<file path="config.mk">
export PLATFORM = sky130hd
export DESIGN_NAME = pipe_mem_arbiter
export DESIGN_NICKNAME = d
export VERILOG_FILES = /design/src/rtl/pipe_mem_pkg.sv /design/src/rtl/mem_arb_pick.sv /design/src/rtl/pipe_mem_arbiter.sv
export SDC_FILE = /design/constraint.sdc
export NUM_CORES = 1
export LEC_CHECK = 0
export CAP_MARGIN = 20
export CORE_AREA = 4 4 104 106
export CTS_BUF_LIST = sky130_fd_sc_hd__clkbuf_8
export DETAILED_ROUTE_END_ITERATION = 6
export DIE_AREA = 0 0 108 110
export MAX_ROUTING_LAYER = met4
export PLACE_DENSITY = 0.73
export SYNTH_ARGS = -nofsm -noshare
export SYNTH_HDL_FRONTEND = slang
export SYNTH_SLANG_ARGS = --single-unit
</file>
<file path="constraint.sdc">
create_clock -name clk -period 2 [get_ports clk]
set_input_delay 0.4 -clock clk [delete_from_list [all_inputs] [get_ports clk]]
set_output_delay 0.4 -clock clk [all_outputs]
set_load 0.05 [all_outputs]
</file>
<file path="src/rtl/pipe_mem_pkg.sv">
// Shared types and sizing for the unified IF/MEM memory arbiter.
package pipe_mem_pkg;

    typedef enum logic {
        OWN_IF  = 1'b0,
        OWN_MEM = 1'b1
    } owner_t;

    localparam int CNT_W      = 3;
    localparam int RD_LAT_MAX = 4;
    localparam int STARVE_W   = 4;

endpackage

</file>
<file path="src/rtl/mem_arb_pick.sv">
// Combinational priority picker: MEM wins by default, IF wins once it has been starved too long.
module mem_arb_pick (
    input  logic if_req,
    input  logic mem_req,
    input  logic starve_hit,
    input  logic eligible,
    output logic if_gnt,
    output logic mem_gnt
);

    always_comb begin
        if_gnt  = 1'b0;
        mem_gnt = 1'b0;
        if (eligible) begin
            if (if_req && (starve_hit || !mem_req)) begin
                if_gnt = 1'b1;
            end else if (mem_req) begin
                mem_gnt = 1'b1;
            end
        end
    end

endmodule

</file>
<file path="src/rtl/pipe_mem_arbiter.sv">
// Shares one single-ported synchronous RAM between the IF and MEM pipeline stages,
// tracking the single outstanding read and steering its data back to its owner.
module pipe_mem_arbiter
    import pipe_mem_pkg::*;
#(
    parameter int AW         = 32,
    parameter int DW         = 32,
    parameter int RD_LAT     = 1,
    parameter int STARVE_MAX = 4
) (
    input  logic          clk,
    input  logic          rst_n,
    input  logic          if_req,
    input  logic [AW-1:0] if_addr,
    output logic          if_gnt,
    output logic          if_rvalid,
    output logic [DW-1:0] if_rdata,
    input  logic          mem_req,
    input  logic          mem_we,
    input  logic [AW-1:0] mem_addr,
    input  logic [DW-1:0] mem_wdata,
    output logic          mem_gnt,
    output logic          mem_rvalid,
    output logic [DW-1:0] mem_rdata,
    output logic          ram_cs,
    output logic          ram_we,
    output logic [AW-1:0] ram_addr,
    output logic [DW-1:0] ram_din,
    input  logic [DW-1:0] ram_dout,
    output logic          stall_if,
    output logic          stall_mem,
    output logic          busy
);

    logic [CNT_W-1:0]    cnt_q, cnt_d;
    owner_t              owner_q, owner_d;
    logic [STARVE_W-1:0] starve_q, starve_d;

    logic eligible;
    logic starve_hit;
    logic pick_if;
    logic pick_mem;
    logic read_gnt;
    logic rd_ret;
    logic rd_pending;

    // Gating with rst_n keeps every handshake output quiet for the whole reset cycle.
    assign eligible   = rst_n && (cnt_q <= CNT_W'(1));
    assign starve_hit = (starve_q == STARVE_W'(STARVE_MAX));

    mem_arb_pick u_pick (
        .if_req     (if_req),
        .mem_req    (mem_req),
        .starve_hit (starve_hit),
        .eligible   (eligible),
        .if_gnt     (pick_if),
        .mem_gnt    (pick_mem)
    );

    assign read_gnt = pick_if || (pick_mem && !mem_we);

    always_comb begin
        cnt_d    = cnt_q;
        owner_d  = owner_q;
        starve_d = starve_q;

        if (read_gnt) begin
            cnt_d   = CNT_W'(RD_LAT);
            owner_d = pick_if ? OWN_IF : OWN_MEM;
        end else if (cnt_q != '0) begin
            cnt_d = cnt_q - CNT_W'(1);
        end

        if (!if_req || pick_if) begin
            starve_d = '0;
        end else if (!starve_hit) begin
            starve_d = starve_q + STARVE_W'(1);
        end
    end

    always_ff @(posedge clk) begin
        if (!rst_n) begin
            cnt_q    <= '0;
            owner_q  <= OWN_IF;
            starve_q <= '0;
        end else begin
            cnt_q    <= cnt_d;
            owner_q  <= owner_d;
            starve_q <= starve_d;
        end
    end

    assign if_gnt  = pick_if;
    assign mem_gnt = pick_mem;

    assign ram_cs   = pick_if || pick_mem;
    assign ram_we   = pick_mem && mem_we;
    assign ram_addr = pick_mem ? mem_addr : if_addr;
    assign ram_din  = mem_wdata;

    // The return cycle is cnt==1; anything larger means the read is still in the RAM pipeline.
    assign rd_ret     = rst_n && (cnt_q == CNT_W'(1));
    assign rd_pending = rst_n && (cnt_q > CNT_W'(1));

    assign if_rvalid  = rd_ret && (owner_q == OWN_IF);
    assign mem_rvalid = rd_ret && (owner_q == OWN_MEM);
    assign if_rdata   = ram_dout;
    assign mem_rdata  = ram_dout;

    assign busy      = rd_pending;
    assign stall_if  = rst_n && ((if_req && !pick_if) || ((owner_q == OWN_IF) && rd_pending));
    assign stall_mem = rst_n && ((mem_req && !pick_mem) || ((owner_q == OWN_MEM) && rd_pending));

endmodule

</file>
Word-level counts from Yosys, hierarchy flattened. Cells that the tools add are included.

Flip-flop bits (word level): 8. Bits in latches: 0. RAM bits: 0. Memory bits (read-only): 0. Input port bits: 133. Output and inout bits: 137. Memories kept: 0.

$add $sub $neg: 2. Multiply operators: 0. Divide/modulo/power cells: 0. Magnitude comparators: 2. Eq/ne operators: 2. Shifts and indexed selects: 0. Multiplexer cells: 9. Bitwise gates (word level): 2. Reduce and logical (&&, ||, !) cells: 29.

Operators with widths (count): 2-to-1 mux 32 bit (1); logical AND 1 bit (14); 2-to-1 mux 1 bit (8); logical OR 1 bit (6); zero test 1 bit (5); adder 4 x 1 -> 4 bit (second input constant) (1); equality test 4 x 3 -> 1 bit (second input constant) (1); OR reduction 2 bit (2); equality test 3 x 1 -> 1 bit (second input constant) (1); > comparator 3 x 1 -> 1 bit (second input constant) (1); less-or-equal comparator 3 x 1 -> 1 bit (second input constant) (1); nonzero test 3 bit (1); subtractor 3 x 1 -> 3 bit (second input constant) (1); inverter 1 bit (2); nonzero test 2 bit (1).

Depth between registers and ports, before layout.
Word-level depth: 9. Mapped depth: 6. Gate-level depth less buffers: 5.

By module. From an unflattened synthesis, not the netlist that was laid out.

Cells, all modules: 192. Area total of the unflattened synthesis: 1749.2 um2.

Modules (own cells, without submodules): pipe_mem_arbiter (instances 1, cells an instance 187, area an instance 1727.9 um2); mem_arb_pick (instances 1, cells an instance 5, area an instance 21.3 um2).

Least setup slack after synthesis. No wires, ideal clock.

Path kind: register -> output. Start point: register cnt_q[1]. End point: output port if_gnt. Data arrival time: 3411 ps. Data required time: 1600 ps. Path slack: -1811 ps. Cell stages (with the launch flop): 6. Cell sequence: dfxtp_1 > inv_1 > ha_1 > o21ba_2 > buf_2 > a2111oi_0.

Word-level cells in the longest chain between the ends: 3.

RTL lines: start: declaration (RTL line pipe_mem_arbiter.sv:35) `logic [CNT_W-1:0] cnt_q, cnt_d;`; start signal: assignment (RTL line pipe_mem_arbiter.sv:87) `cnt_q <= cnt_d;`; less-or-equal comparator 3 x 1 -> 1 bit (RTL line pipe_mem_arbiter.sv:48) `assign eligible = rst_n && (cnt_q <= CNT_W'(1));`; logical AND 1 bit (RTL line pipe_mem_arbiter.sv:48); 2-to-1 mux 1 bit (RTL line mem_arb_pick.sv:14) `if (eligible) begin`; end: declaration (RTL line pipe_mem_arbiter.sv:15) `output logic if_gnt,`.

No other way between the ends.

Worst setup path in the final report.
Start point: register starve_q[0]. End point: output port ram_addr[1].

Word-level cells in the longest chain between the ends: 6.

RTL lines: start: declaration (RTL line pipe_mem_arbiter.sv:37) `logic [STARVE_W-1:0] starve_q, starve_d;`; start signal: assignment (RTL line pipe_mem_arbiter.sv:89) `starve_q <= starve_d;`; equality test 4 x 3 -> 1 bit (RTL line pipe_mem_arbiter.sv:49) `assign starve_hit = (starve_q == STARVE_W'(STARVE_MAX));`; logical OR 1 bit (RTL line mem_arb_pick.sv:15) `if (if_req && (starve_hit || !mem_req)) begin`; logical AND 1 bit (RTL line mem_arb_pick.sv:15); 2-to-1 mux 1 bit (RTL line mem_arb_pick.sv:15); 2-to-1 mux 1 bit (RTL line mem_arb_pick.sv:14); 2-to-1 mux 32 bit (RTL line pipe_mem_arbiter.sv:98) `assign ram_addr = pick_mem ? mem_addr : if_addr;`; end: declaration (RTL line pipe_mem_arbiter.sv:27) `output logic [AW-1:0] ram_addr,`.

No other way between the ends.

==> metrics.txt <==
deepest clock path buffer count=2; row count=36; die area=11900 sq um; post-synthesis sequential area ratio=8.74%; core box area=9770 sq um; Die H=110 microns; DR WL/cell=15.2 microns; cell taking the most area after synthesis=buf_4; reg-to-reg endpoint=cnt_q[1]$_SDFFE_PP0P_; Hold WS=589 ps; worst setup margin=-255 ps; P_sw=1.33 mW; violated checks=negative setup slack; critical path type=flip-flop to output port; largest incremental delay on the critical path=330 ps; Critical R2R Launch=cnt_q[0]$_SDFFE_PN0P_; Worst Setup End Kind=output port; Switching Share=45.5%; Synth top area share=39.3%; met2 usage=17.5%; Logic pwr share=85.5%; Initial Utilization=18.8%; RSZ-0062 raised after global routing=yes; Netlist cell types=33; CTS buffer count=3; Fin Setup TNS=-7310 ps; hpwl dp=4660 microns; Peak VDD IR=0.546 mV; reg2reg setup slack=350 ps; Slew headroom=74.8%; layout cells sized above 1=55.8%; total power=2.92 mW; initial drt markers=33; cells after synthesis=203; crit path launch type=flip-flop; Die X=108 microns; # hold bufs at CTS=0; actual slew at the worst max-slew pin=368 ps; capture point of the worst path=ram_addr[1]; H-tree levels=1; highest-count cells in the layout ignoring fill and taps=65 x clkdlybuf4s50_1, 37 x buf_6, 32 x mux2_4; crit path from=starve_q[0]$_SDFFE_PP0N_; vias in the first global route=1564; drt total wl=5840 microns; post-synthesis cell area=1830 sq um; clock edge transition at the registers on the reported setup and hold paths=40 ps; period utilization=113%; critical path's slowest cell=dfxtp_2; Critical Path RT=1600 ps; outcome=complete, but fails checks; Final Hold Fails=0; post-synthesis average cell area=9.03 sq um; io pins=270; Reg2Reg Depth=7; peak fanout along the critical path=6; 1st-pass router iterations=3; clock network power share=6.8%; Clock Latency Late Sink=230 ps; crit path DAT=1850 ps; clock root cell=clkbuf_8; Worst path top cell family by delay=buffers and inverters; CP Buf/Inv Count=4; leak pwr=1.36 nW; syn nets=341; final setup vio count=37; initial antenna violation count=0; max-slew violations=0; wire length of the first global-routing pass=8250 microns; Via-to-Cell Ratio=3.85; WP depth=8; total grt overflow=0; Area Overhead vs Synth=67.9%; Final Util=31.5%; Fin Clk Skew=1.86 ps; commonest non-fill, non-tap cell in the layout=clkdlybuf4s50_1; gr busiest metal=met2; maxcap violations=0; Antenna Nets Post-Route=0; Inst Count DP=367; Period minus WS final=2250 ps; Antenna Cells=0; via count=1478; main area contributors after synthesis=buf_4 39%, mux2_4 23%, dfxtp_1 8.7%; CTS tree=yes; non-filler cells, final=384; DRC violations left=0; met3 usage=3.32%; Seq pwr share=7.7%; critical-path cell list=inv_2, ha_4, nand4b_4, o2111ai_4, buf_6, buf_16, mux2_4, buf_12; Total GRT Usage=9.14%; routability cong.=0.760; met1 Usage GRT=8.75%; Synth warnings=0; CTS sink count=8; Hold Crit Class=flip-flop to flip-flop; Power Density=947 nW/um^2; FILL cells=1025; final net count=391; IO buf count=109; Pint=1.59 mW; largest net degree at the start of global routing=12; Max Clk Rate=0.444 GHz; #FFs+latches synth=8
==> per-stage QoR <==
step / area [sq um] / setup slack (ps)
final: 3080 / -255
after CTS: 3010 / -327
after detailed placement: 2640 / -419
after global placement: 2640 / -414
after floorplan: 1900 / -93.9
after global routing: 3080 / -339
==> worst reg2reg max path, delay by kind of cell, from the launching register on <==
family | cells | cell delay [ps]
and+or+nand+nor | 2 | 320
AOI/OAI and AO/OA | 1 | 390
DFF | 1 | 330
buffers and inverters | 3 | 310
adders and majority gates | 1 | 170
==> final cells by class <==
cell class	instances	area [sq um]	area share (%)
multi-input combinational	84	1030	33.5
inverter	9	33.8	1.10
clock buffer	3	41.3	1.34
timing repair buffer	147	1640	53.3
tap	133	166	5.41
sequential	8	165	5.37
==> cell usage after synthesis <==
cell	instances
buf_4	96
mux2_4	28
inv_1	9
nor2_1	9
dfxtp_1	8
ha_1	5
mux2_2	4
nor3_1	4
buf_6	3
mux2i_1	3
nand2_1	3
xnor2_1	3
a2111oi_0	2
a21oi_1	2
buf_2	2
nand2b_1	2
nand3_1	2
nor2b_1	2
o22ai_1	2
a211oi_2	1
a221oi_1	1
a311oi_2	1
and2b_1	1
clkbuf_1	1
nand3b_1	1
nand4b_4	1
nor3b_1	1
nor4_1	1
o2111ai_4	1
o21a_1	1
o21ba_2	1
o31ai_1	1
or2_2	1
==> kinds of logic after synthesis <==
group | synth area share, %
flip-flops | 8.74
multiplexers | 27.0
adder cells (fa/ha/maj) | 3.41
buffers and inverters | 43.8
AO/OA/AOI/OAI | 6.96
AND/OR/NAND/NOR | 8.67
XOR/XNOR | 1.43
==> registers in the layout, summed over array words and instances, names as in the netlist <==
name and cells:
cnt_q 3, owner_q 1, starve_q 4
==> power by group through the flow <==
stage	clock (mW)	combinational (mW)	sequential [mW]
after floorplan	0	1.81	0.220
after global placement	0	2.05	0.211
after detailed placement	0	2.08	0.213
after CTS	0.208	2.40	0.220
after global routing	0.215	2.62	0.228
final	0.199	2.49	0.224
==> worst min-delay path by stage <==
stage                             start                        to  slack, ps  cells after the start
2_1_floorplan                     rst_n     cnt_q[0]$_SDFFE_PN0P_        520                      1
3_3_place_gp   starve_q[3]$_SDFFE_PP0N_  starve_q[3]$_SDFFE_PP0N_        540                      2
3_5_place_dp   starve_q[3]$_SDFFE_PP0N_  starve_q[3]$_SDFFE_PP0N_        580                      2
4_1_cts        starve_q[3]$_SDFFE_PP0N_  starve_q[3]$_SDFFE_PP0N_        590                      2
5_1_grt        starve_q[3]$_SDFFE_PP0N_  starve_q[3]$_SDFFE_PP0N_        600                      2
6_report       starve_q[3]$_SDFFE_PP0N_  starve_q[3]$_SDFFE_PP0N_        590                      2
==> repair_timing <==
item | in CTS | in global routing
buffers inserted | 6 | 10
pin swaps | 5 | 7
gates resized for setup | 63 | 14
gates cloned | 3 | 0
endpoints found under the setup margin | 39 | 39
==> per-layer routing <==
metal | wire length, microns | share of wire [%]
met4 | 31 | 0.53
met2 | 3120 | 53
met5 | 0 | 0
met1 | 1950 | 33
met3 | 732 | 13
Power figures use the tool's default switching activity.
